==> src/rtl/uart_rx_ctrl_if.sv <==
// Bundle between the UART receiver/host side and the uart_rx_ctrl command sequencer.
// master: receiver side (drives byte strobes); slave: the sequencer.
interface uart_rx_ctrl_if #(
  parameter int ADDR_W = 4
);
  logic [7:0]        rx_p_data;
  logic              rx_data_valid;
  logic              rx_par_err;
  logic              rx_stp_err;
  logic              cfg_par_en;
  logic              cfg_par_typ;
  logic [5:0]        cfg_prescale;
  logic              reg_wr_en;
  logic [ADDR_W-1:0] reg_addr;
  logic [7:0]        reg_wr_data;
  logic              busy;
  logic              err_pulse;
  logic [7:0]        err_cnt;

  modport master (
    output rx_p_data, rx_data_valid, rx_par_err, rx_stp_err,
    input  cfg_par_en, cfg_par_typ, cfg_prescale,
    input  reg_wr_en, reg_addr, reg_wr_data, busy, err_pulse, err_cnt
  );

  modport slave (
    input  rx_p_data, rx_data_valid, rx_par_err, rx_stp_err,
    output cfg_par_en, cfg_par_typ, cfg_prescale,
    output reg_wr_en, reg_addr, reg_wr_data, busy, err_pulse, err_cnt
  );
endinterface

==> src/rtl/uart_rx_ctrl.sv <==
// UART byte-stream command sequencer: register writes (A5,addr,data) and rx config (5A,cfg).
// Optional `RX_CTRL_CHKSUM_EN adds a trailing checksum byte (A5^addr^data) to write commands.
module uart_rx_ctrl #(
  parameter int ADDR_W      = 4,
  parameter int TIMEOUT_CYC = 4096
) (
  input logic           clk,
  input logic           rst_n,
  uart_rx_ctrl_if.slave bus
);
  localparam int CNT_W = $clog2(TIMEOUT_CYC);

`ifdef RX_CTRL_CHKSUM_EN
  typedef enum logic [2:0] {IDLE, WR_ADDR, WR_DATA, CFG_DATA, WR_CHK} state_t;
`else
  typedef enum logic [2:0] {IDLE, WR_ADDR, WR_DATA, CFG_DATA} state_t;
`endif

  state_t            r_state;
  logic [CNT_W-1:0]  r_cnt;
  logic              r_par_en;
  logic              r_par_typ;
  logic [5:0]        r_prescale;
  logic              r_wr_en;
  logic [ADDR_W-1:0] r_addr;
  logic [7:0]        r_wdata;
  logic              r_err;
  logic [7:0]        r_err_cnt;
`ifdef RX_CTRL_CHKSUM_EN
  logic [7:0]        r_addr_b;
  logic              w_chk_ok;
`endif

  logic       w_ok;
  logic       w_bad;
  logic       w_timeout;
  logic       w_err;
  logic [1:0] w_sel;

  assign w_ok      = bus.rx_data_valid & ~bus.rx_par_err & ~bus.rx_stp_err;
  assign w_bad     = bus.rx_data_valid & (bus.rx_par_err | bus.rx_stp_err);
  assign w_sel     = bus.rx_p_data[3:2];
  // A strobe in the expiry cycle suppresses the timeout.
  assign w_timeout = ~bus.rx_data_valid && (r_state != IDLE) &&
                     (r_cnt == CNT_W'(TIMEOUT_CYC - 1));
`ifdef RX_CTRL_CHKSUM_EN
  assign w_chk_ok  = (bus.rx_p_data == (8'hA5 ^ r_addr_b ^ r_wdata));
`endif

  always_comb begin
    w_err = w_bad | w_timeout;
    if (w_ok) begin
      case (r_state)
        IDLE:     w_err = (bus.rx_p_data != 8'hA5) && (bus.rx_p_data != 8'h5A);
        CFG_DATA: w_err = (w_sel == 2'b11);
`ifdef RX_CTRL_CHKSUM_EN
        WR_CHK:   w_err = ~w_chk_ok;
`endif
        default:  w_err = 1'b0;
      endcase
    end
  end

  always_ff @(posedge clk) begin
    if (!rst_n) begin
      r_state    <= IDLE;
      r_cnt      <= '0;
      r_par_en   <= 1'b0;
      r_par_typ  <= 1'b0;
      r_prescale <= 6'd8;
      r_wr_en    <= 1'b0;
      r_addr     <= '0;
      r_wdata    <= '0;
      r_err      <= 1'b0;
      r_err_cnt  <= '0;
`ifdef RX_CTRL_CHKSUM_EN
      r_addr_b   <= '0;
`endif
    end else begin
      r_wr_en <= 1'b0;
      r_err   <= w_err;
      if (w_err && (r_err_cnt != 8'hFF))
        r_err_cnt <= r_err_cnt + 8'd1;

      if (bus.rx_data_valid || w_timeout)
        r_cnt <= '0;
      else if (r_state != IDLE)
        r_cnt <= r_cnt + 1'b1;

      if (w_bad || w_timeout) begin
        r_state <= IDLE;
      end else if (w_ok) begin
        case (r_state)
          IDLE: begin
            if (bus.rx_p_data == 8'hA5)      r_state <= WR_ADDR;
            else if (bus.rx_p_data == 8'h5A) r_state <= CFG_DATA;
          end
          WR_ADDR: begin
            r_addr  <= bus.rx_p_data[ADDR_W-1:0];
`ifdef RX_CTRL_CHKSUM_EN
            r_addr_b <= bus.rx_p_data;
`endif
            r_state <= WR_DATA;
          end
          WR_DATA: begin
            r_wdata <= bus.rx_p_data;
`ifdef RX_CTRL_CHKSUM_EN
            r_state <= WR_CHK;
`else
            r_wr_en <= 1'b1;
            r_state <= IDLE;
`endif
          end
`ifdef RX_CTRL_CHKSUM_EN
          WR_CHK: begin
            r_wr_en <= w_chk_ok;
            r_state <= IDLE;
          end
`endif
          CFG_DATA: begin
            if (w_sel != 2'b11) begin
              r_par_en   <= bus.rx_p_data[0];
              r_par_typ  <= bus.rx_p_data[1];
              r_prescale <= 6'd8 << w_sel;
            end
            r_state <= IDLE;
          end
          default: r_state <= IDLE;
        endcase
      end
    end
  end

  assign bus.cfg_par_en   = r_par_en;
  assign bus.cfg_par_typ  = r_par_typ;
  assign bus.cfg_prescale = r_prescale;
  assign bus.reg_wr_en    = r_wr_en;
  assign bus.reg_addr     = r_addr;
  assign bus.reg_wr_data  = r_wdata;
  assign bus.busy         = (r_state != IDLE);
  assign bus.err_pulse    = r_err;
  assign bus.err_cnt      = r_err_cnt;
endmodule
==> src/flat_wrapper.sv <==
// flat-port wrapper written by rule: the top's interface ports become plain ports
module uart_rx_ctrl_flat 
#(
  parameter int ADDR_W      = 4,
  parameter int TIMEOUT_CYC = 4096
)
  (clk, rst_n, bus_rx_p_data, bus_rx_data_valid, bus_rx_par_err, bus_rx_stp_err, bus_cfg_par_en, bus_cfg_par_typ, bus_cfg_prescale, bus_reg_wr_en, bus_reg_addr, bus_reg_wr_data, bus_busy, bus_err_pulse, bus_err_cnt);
  uart_rx_ctrl_if #(.ADDR_W(ADDR_W)) bus_i ();
  input logic clk;
  input logic rst_n;
  input wire logic [$bits(bus_i.rx_p_data)-1:0] bus_rx_p_data;
  input wire logic [$bits(bus_i.rx_data_valid)-1:0] bus_rx_data_valid;
  input wire logic [$bits(bus_i.rx_par_err)-1:0] bus_rx_par_err;
  input wire logic [$bits(bus_i.rx_stp_err)-1:0] bus_rx_stp_err;
  output wire logic [$bits(bus_i.cfg_par_en)-1:0] bus_cfg_par_en;
  output wire logic [$bits(bus_i.cfg_par_typ)-1:0] bus_cfg_par_typ;
  output wire logic [$bits(bus_i.cfg_prescale)-1:0] bus_cfg_prescale;
  output wire logic [$bits(bus_i.reg_wr_en)-1:0] bus_reg_wr_en;
  output wire logic [$bits(bus_i.reg_addr)-1:0] bus_reg_addr;
  output wire logic [$bits(bus_i.reg_wr_data)-1:0] bus_reg_wr_data;
  output wire logic [$bits(bus_i.busy)-1:0] bus_busy;
  output wire logic [$bits(bus_i.err_pulse)-1:0] bus_err_pulse;
  output wire logic [$bits(bus_i.err_cnt)-1:0] bus_err_cnt;
  assign bus_i.rx_p_data = bus_rx_p_data;
  assign bus_i.rx_data_valid = bus_rx_data_valid;
  assign bus_i.rx_par_err = bus_rx_par_err;
  assign bus_i.rx_stp_err = bus_rx_stp_err;
  assign bus_cfg_par_en = bus_i.cfg_par_en;
  assign bus_cfg_par_typ = bus_i.cfg_par_typ;
  assign bus_cfg_prescale = bus_i.cfg_prescale;
  assign bus_reg_wr_en = bus_i.reg_wr_en;
  assign bus_reg_addr = bus_i.reg_addr;
  assign bus_reg_wr_data = bus_i.reg_wr_data;
  assign bus_busy = bus_i.busy;
  assign bus_err_pulse = bus_i.err_pulse;
  assign bus_err_cnt = bus_i.err_cnt;
  uart_rx_ctrl #(.ADDR_W(ADDR_W), .TIMEOUT_CYC(TIMEOUT_CYC)) u_core (.clk(clk), .rst_n(rst_n), .bus(bus_i));
endmodule
==> config.mk <==
export PLATFORM = sky130hd
export DESIGN_NAME = uart_rx_ctrl_flat
export DESIGN_NICKNAME = d
export VERILOG_FILES = /design/src/rtl/uart_rx_ctrl_if.sv /design/src/rtl/uart_rx_ctrl.sv /design/src/flat_wrapper.sv
export SDC_FILE = /design/constraint.sdc
export NUM_CORES = 1
export LEC_CHECK = 0
export ABC_CLOCK_PERIOD_IN_PS = 2600
export BUFFER_PORTS_ARGS = -buffer_cell sky130_fd_sc_hd__buf_2
export CORE_MARGIN = 4
export CORE_UTILIZATION = 52
export DETAILED_ROUTE_END_ITERATION = 6
export GPL_TIMING_DRIVEN = 0
export HOLD_SLACK_MARGIN = 0.08
export PLACE_DENSITY = 0.78
export SYNTH_ARGS = -nofsm -noshare
export SYNTH_HDL_FRONTEND = slang
export SYNTH_SLANG_ARGS = --single-unit
export TNS_END_PERCENT = 20
==> constraint.sdc <==
create_clock -name clk -period 2.6 [get_ports clk]
set_clock_uncertainty 0.05 [all_clocks]
set_input_delay 0.13 -clock clk [delete_from_list [all_inputs] [get_ports clk]]
set_output_delay 0.13 -clock clk [all_outputs]
set_load 0.005 [all_outputs]
Word level (Yosys, flattened, before mapping)
Cells that the tools add are included.

cells by class
  multiplexer cells = 6
  shift-type cells = 1
  equality and inequality tests = 12
  reduce and logical (&&, ||, !) cells = 15
  bitwise logic cells = 11
  add/subtract/negate cells = 2

operators by type and width
  cell                     number
  $ne A8 B8 Y1 const B     2
  $add A12 B1 Y12 const B  1
  $eq A12 B12 Y1 const B   1
  $add A8 B1 Y8 const B    1
  $eq A8 B7 Y1 const B     1
  $eq A8 B8 Y1 const B     1
  $ne A8 B7 Y1 const B     1
  $eq A3 B2 Y1 const B     2
  $mux W3                  2
  $not A1 Y1               6
  $pmux W3 S2              1
  $reduce_and A3 Y1        2
  $shl A4 B2 Y6 const A    1
  $logic_and A1 B1 Y1      4
  $reduce_and A4 Y1        1
  $reduce_or A2 Y1         2
  $and A1 B1 Y1            3
  $eq A3 B1 Y1 const B     1
  $logic_not A3 Y1         1
  $ne A3 B1 Y1 const B     1
  $reduce_bool A3 Y1       1
  $reduce_or A3 Y1         1
  $eq A2 B2 Y1 const B     1
  $logic_or A1 B1 Y1       2
  5 further kinds          7

word-level totals
  input port bits = 13
  bits in registers = 45
  output and inout bits = 31
  logic and storage cells = 57

Depth between registers and ports, before layout
  word-level depth = 6
  mapped depth = 10
  gate-level depth less buffers = 8

Worst setup path before layout
No wires, ideal clock.

  path kind = register to register
  from = register u_core.r_state[0]
  to = register u_core.r_err_cnt[4] (netlist: u_core.bus.err_cnt[4])
  data arrival time = 1.980 ns
  clock period less this slack = 2.100 ns
  library setup time = 0.070 ns
  setup slack = 0.500 ns
  cell stages (with the launch flop) = 11
  buffers on the path = 2
  required time = 2.480 ns
  path through = dfxtp_1 -> inv_1 -> ha_1 -> buf_6 -> and4b_2 -> a41oi_2 -> nor2_2 -> o21ai_2 -> buf_6 -> or3_1 -> a21oi_1

between the ends
  longest elaborated chain between the ends = 6
  elaborated cells on any way between the ends = 9
  classes of those cells = eq/ne (1); mux (2); bitwise (1); reduce/logical (5)

RTL lines
  element                            RTL line            RTL
  start, declared                    uart_rx_ctrl.sv:19  state_t r_state;
  start signal, assigned             uart_rx_ctrl.sv:66  r_state <= IDLE;
  start signal, assigned             uart_rx_ctrl.sv:91  r_state <= IDLE;
  start signal, assigned             uart_rx_ctrl.sv:95  if (bus.rx_p_data == 8'hA5) r_state <= WR_ADDR;
  $reduce_bool A3 Y1                 uart_rx_ctrl.sv:44  assign w_timeout = ~bus.rx_data_valid && (r_state != IDLE) &&
  $logic_and A1 B1 Y1 (2 in series)  uart_rx_ctrl.sv:44
  $or A1 B1 Y1                       uart_rx_ctrl.sv:51  w_err = w_bad | w_timeout;
  $mux W1 *                          uart_rx_ctrl.sv:52  if (w_ok) begin
  $logic_and A1 B1 Y1 *              uart_rx_ctrl.sv:82  if (w_err && (r_err_cnt != 8'hFF))
  end signal, assigned               uart_rx_ctrl.sv:83  r_err_cnt <= r_err_cnt + 8'd1;
  end, declared                      uart_rx_ctrl.sv:28  logic [7:0] r_err_cnt;

Mark *: on every way between the ends. The rest lies on a longest branch, timed or not.
A chain may end at the register's enable or synchronous reset.

Worst setup path after layout
  from = register u_core.r_state[0]
  to = register u_core.r_cnt[0]

between the ends
  longest elaborated chain between the ends = 5

RTL lines
  element                            RTL line                                RTL
  $reduce_bool A3 Y1 *               uart_rx_ctrl.sv:44, uart_rx_ctrl.sv:87
  $logic_and A1 B1 Y1 (2 in series)  uart_rx_ctrl.sv:44
  $logic_or A1 B1 Y1                 uart_rx_ctrl.sv:85                      if (bus.rx_data_valid || w_timeout)
  $reduce_or A2 Y1 (no line)         n/a
  end signal, assigned               uart_rx_ctrl.sv:88                      r_cnt <= r_cnt + 1'b1;
  end, declared                      uart_rx_ctrl.sv:20                      logic [CNT_W-1:0] r_cnt;

Marked as above.

==> results.txt <==
- Commonest cells in the netlist: dfxtp_1 (41), nor2_1 (34), nand2_1 (26)
- Internal power comes to 797.4 uW.
* Min cycle time layout: 2.315 ns
- Seq pwr share: 0.618
- After layout, the worst setup slack is 0.2845 ns.
- After clock tree synthesis, the setup repair step added 0 buffers.
- Portion of the post-synthesis area used by sequential elements: 0.4420
- Yosys mapped the design onto 44 distinct sky130hd cell types.
* Sw power: ~230 uW
* Max-cap check violation count: 0
* Critical path data required time: 2.77 ns
- Top-count cell post-synth: dfxtp_1
- Largest stage delay on the critical path: 0.41 ns
- Gr usage total: 0.1835
- For the worst setup path, the data arrival time is ~2.5 ns.
- After legalization and detailed placement, the total HPWL measured 2.724 mm.
- STA classifies the critical path endpoint as a flop.
- Worst path top cell family by delay: simple AND/OR/NAND/NOR gates
- Clock-pin slew was measured on the worst setup and hold paths at 0.11 ns.
- Root buf cell: clkbuf_4
* Most used flip-flop cell after synthesis: dfxtp_1
- Fraction of power consumed by the clock network: 0.305
* Outcome: finished, final reports clean
* Clock insertion delay at the later pin of the skew report: 0.33 ns
- Wire length of the first global-routing pass: 6.382 mm
- Post-route DRC violation count: 0
- Starting DRC count in detailed routing: 78
- Entering global routing, the biggest net connects 12 pins.
- Post-Synthesis Cell Area: 1857 um2
- Yosys Warn Count: 0
* TritonCTS clock tree: yes
- For met2 alone, demand over resource in global routing was 0.2843.
- The count of nets left with antenna violations once routing finished came out at 0.
* Met3 layer usage reported by global route: 0.04659
* Highest fanout seen on the critical path: 10
- The final route contains ~1600 vias.
- After filler insertion, the fill cell instance count of the layout stands at 294.
- The number of clock buffers added by TritonCTS is 5.
- Synth async-reset ratio: 0
* Cell with the biggest individual delay on the critical path: dfxtp_1
- Vias in the first global route: 1470
- Number of register bits inferred by synthesis: 41
- Number of top-level pins: 44
- Crit-path cells: inv_1 -> ha_1 -> buf_6 -> and4b_2 -> nand4_1 -> nor2_1 -> a31o_2 -> clkbuf_1 -> nor2_1
- The floorplan step defined a die boundary enclosing around 4600 um2.
* Critical Setup Path Class: flop to flop
* Storage cell area: approximately 820 um2
- Number of buffer cells added on primary ports: 38
* RSZ-0062 raised after global routing: no
- Multi-input gate area: approximately 940 um2
* Combinational share of power: 0.077
* Share of the synthesized area in the top cell type: 0.4420
- In the final routed layout, each cell accounts on average for approximately 12 um.
- PostCTS Resize Cnt: 0
* Library cell with the largest summed area after synthesis: dfxtp_1
- Prior to clock tree synthesis, the placed netlist has a worst setup slack of roughly 0.31 ns.
* Total core area: 3390 um2
- CTS built an H-tree with a depth of 2.
- The layer flagged by global routing as most heavily used is met2.
- Number of vias per cell after detailed routing: 5.114
- Static leakage: 0.0009409 uW
- Setup violations, final: 0
* Sw Ratio: 0.2273
* Number of buffers and inverters on the critical path: 3
* Number of synthesized flops with an enable pin: 0
- Synthesis produced a netlist whose cell count is 215.
- The cell that appears most often on the critical path is nor2_1.
* Initial antenna violation count: 0
* WL final: 3.837 mm
* Power per Cell Area: 459.2 nW/um2
* Die W: 67.76 um
- Cell types occupying the most area after synthesis: dfxtp_1 (44%), nor2_1 (6.9%), nand2_1 (5.3%)
* Count of standard-cell rows: 21
- Die H: 67.76 um
- In this run the worst hold path is classified as primary input to flop.
- Final net count: about 290
- Counting along the longest clock path gives a buffer depth of 2.
* Crit path launch type: flop
* Initial core utilization: 0.5478
- Before antenna repair, the detailed router went through 4 iterations.
- Summed over all failing endpoints, the final setup total negative slack is 0 ns.
- Final estimated routing congestion in global placement: 0.7842
- After synthesis, the mean cell area works out to ~8.6 um2.
- The repair_antennas step left the layout with diodes totalling 0.
- The final number of hold-violating endpoints was 0.
- VDD sags by at most around 270 uV.
- For met1 alone, demand over resource in global routing was 0.2441.
- Crit share post-route: 0.8906
- Congestion Overflow GR: 0
- The final max-slew violation count came to 0.
- Layout cells sized above 1: 0.2074
* Num Clock Sinks: 41
- Synthesis-to-layout area growth: 21.02%
- Based on the critical path, the design can be clocked at up to 431.9 MHz.
## flip-flops by register name (all words and copies together) (netlist names), 2 cells and up
register / count
u_core.r_cnt: 12
u_core.bus.reg_wr_data: 8
u_core.r_state: 2
u_core.bus.cfg_prescale: 3
u_core.bus.reg_addr: 4
u_core.bus.err_cnt: 8
## logic make-up after synthesis
family | Yosys count | synth area share
fa+ha+maj | 6 | 0.04043
flops | 41 | 0.4421
simple gates | 95 | 0.2527
other cells | 1 | 0.002020
buf+inv | 19 | 0.05323
compound gates | 33 | 0.1092
mux | 9 | 0.04852
xor+xnor | 11 | 0.05189
## layout by cell type, fill, tap and decap left out, types with 2 or more instances in the layout
master and instances:
a21oi_1 14, and3_1 4, buf_2 39, buf_4 3, buf_6 2, clkbuf_1 6
clkbuf_4 5, conb_1 3, dfxtp_1 41, dlygate4sd3_1 8, ha_1 6, inv_1 7
mux2i_1 9, nand2_1 26, nand2b_1 2, nand3_1 9, nand4_1 3, nor2_1 34
nor3b_1 2, o21ai_0 6, o21ai_1 3, o31ai_1 2, or3_1 3, xnor2_1 5
xor2_1 6
## per-stage QoR
stage                     utilization  total power (uW)  cells  instance area [um2]  hold slack [ns]
after global routing           0.6630              1085    316                 2247           0.1317
after detailed placement       0.6231             721.8    301                 2112           0.3539
final                          0.6630              1032    316                 2247           0.1095
after global placement         0.6231             720.1    301                 2112           0.3472
after floorplan                     -             693.3    217                 1864           0.2160
after CTS                      0.6630              1043    316                 2247           0.1202
## final timing paths
| path | end | startpoint | cells past startpoint | slack (ns) |
|---|---|---|---|---|
| min reg2reg | u_core.bus.reg_wr_data[3] | u_core.bus.reg_wr_data[3] | 2 | 0.41 |
| min | u_core.bus.cfg_prescale[3] | rst_n | 2 | 0.11 |
| max | u_core.r_cnt[0] | u_core.r_state[0] | 9 | 0.28 |
| max reg2reg | u_core.r_cnt[0] | u_core.r_state[0] | 9 | 0.28 |
## power by group through the flow
stage	registers, uW	logic (uW)	clock network, uW
floorplan	652	40.9	0
global placement	652	68.0	0
detailed placement	652	69.6	0
CTS	638	78.7	327
global route	639	87.8	358
finish	638	79.9	314
## layout make-up
class | instances | share of cell area
Multi-Input combinational cell | 157 | 0.4204
Buffer | 12 | 0.03229
Tap cell | 46 | 0.02561
Sequential cell | 41 | 0.3653
Inverter | 7 | 0.01169
Timing Repair Buffer | 46 | 0.1203
Clock buffer | 7 | 0.02450
## timing repair
| action | in CTS | in global routing |
|---|---|---|
| hold buffers | 8 | 0 |
| endpoints found under the setup margin | 0 | 0 |
| endpoints found under the hold margin | 12 | 0 |
## metal layers
layer | part of all wire | routed length, um | vias to the layer above
met5 | 0 | 0 | -
met4 | 0.0070 | 27 | 0
met3 | 0.078 | 300 | 2
met2 | 0.44 | 1682 | 46
met1 | 0.48 | 1827 | 727
li1 | - | - | 841
## worst register-to-register path, stage by stage, from the launching register on
cell,delay (ns)
dfxtp_1,0.41
inv_1,0.08
ha_1,0.21
buf_6,0.14
and4b_2,0.34
nand4_1,0.13
nor2_1,0.21
a31o_2,0.18
clkbuf_1,0.35
nor2_1,0.10
Note: power is estimated with default switching activity, not from simulation.
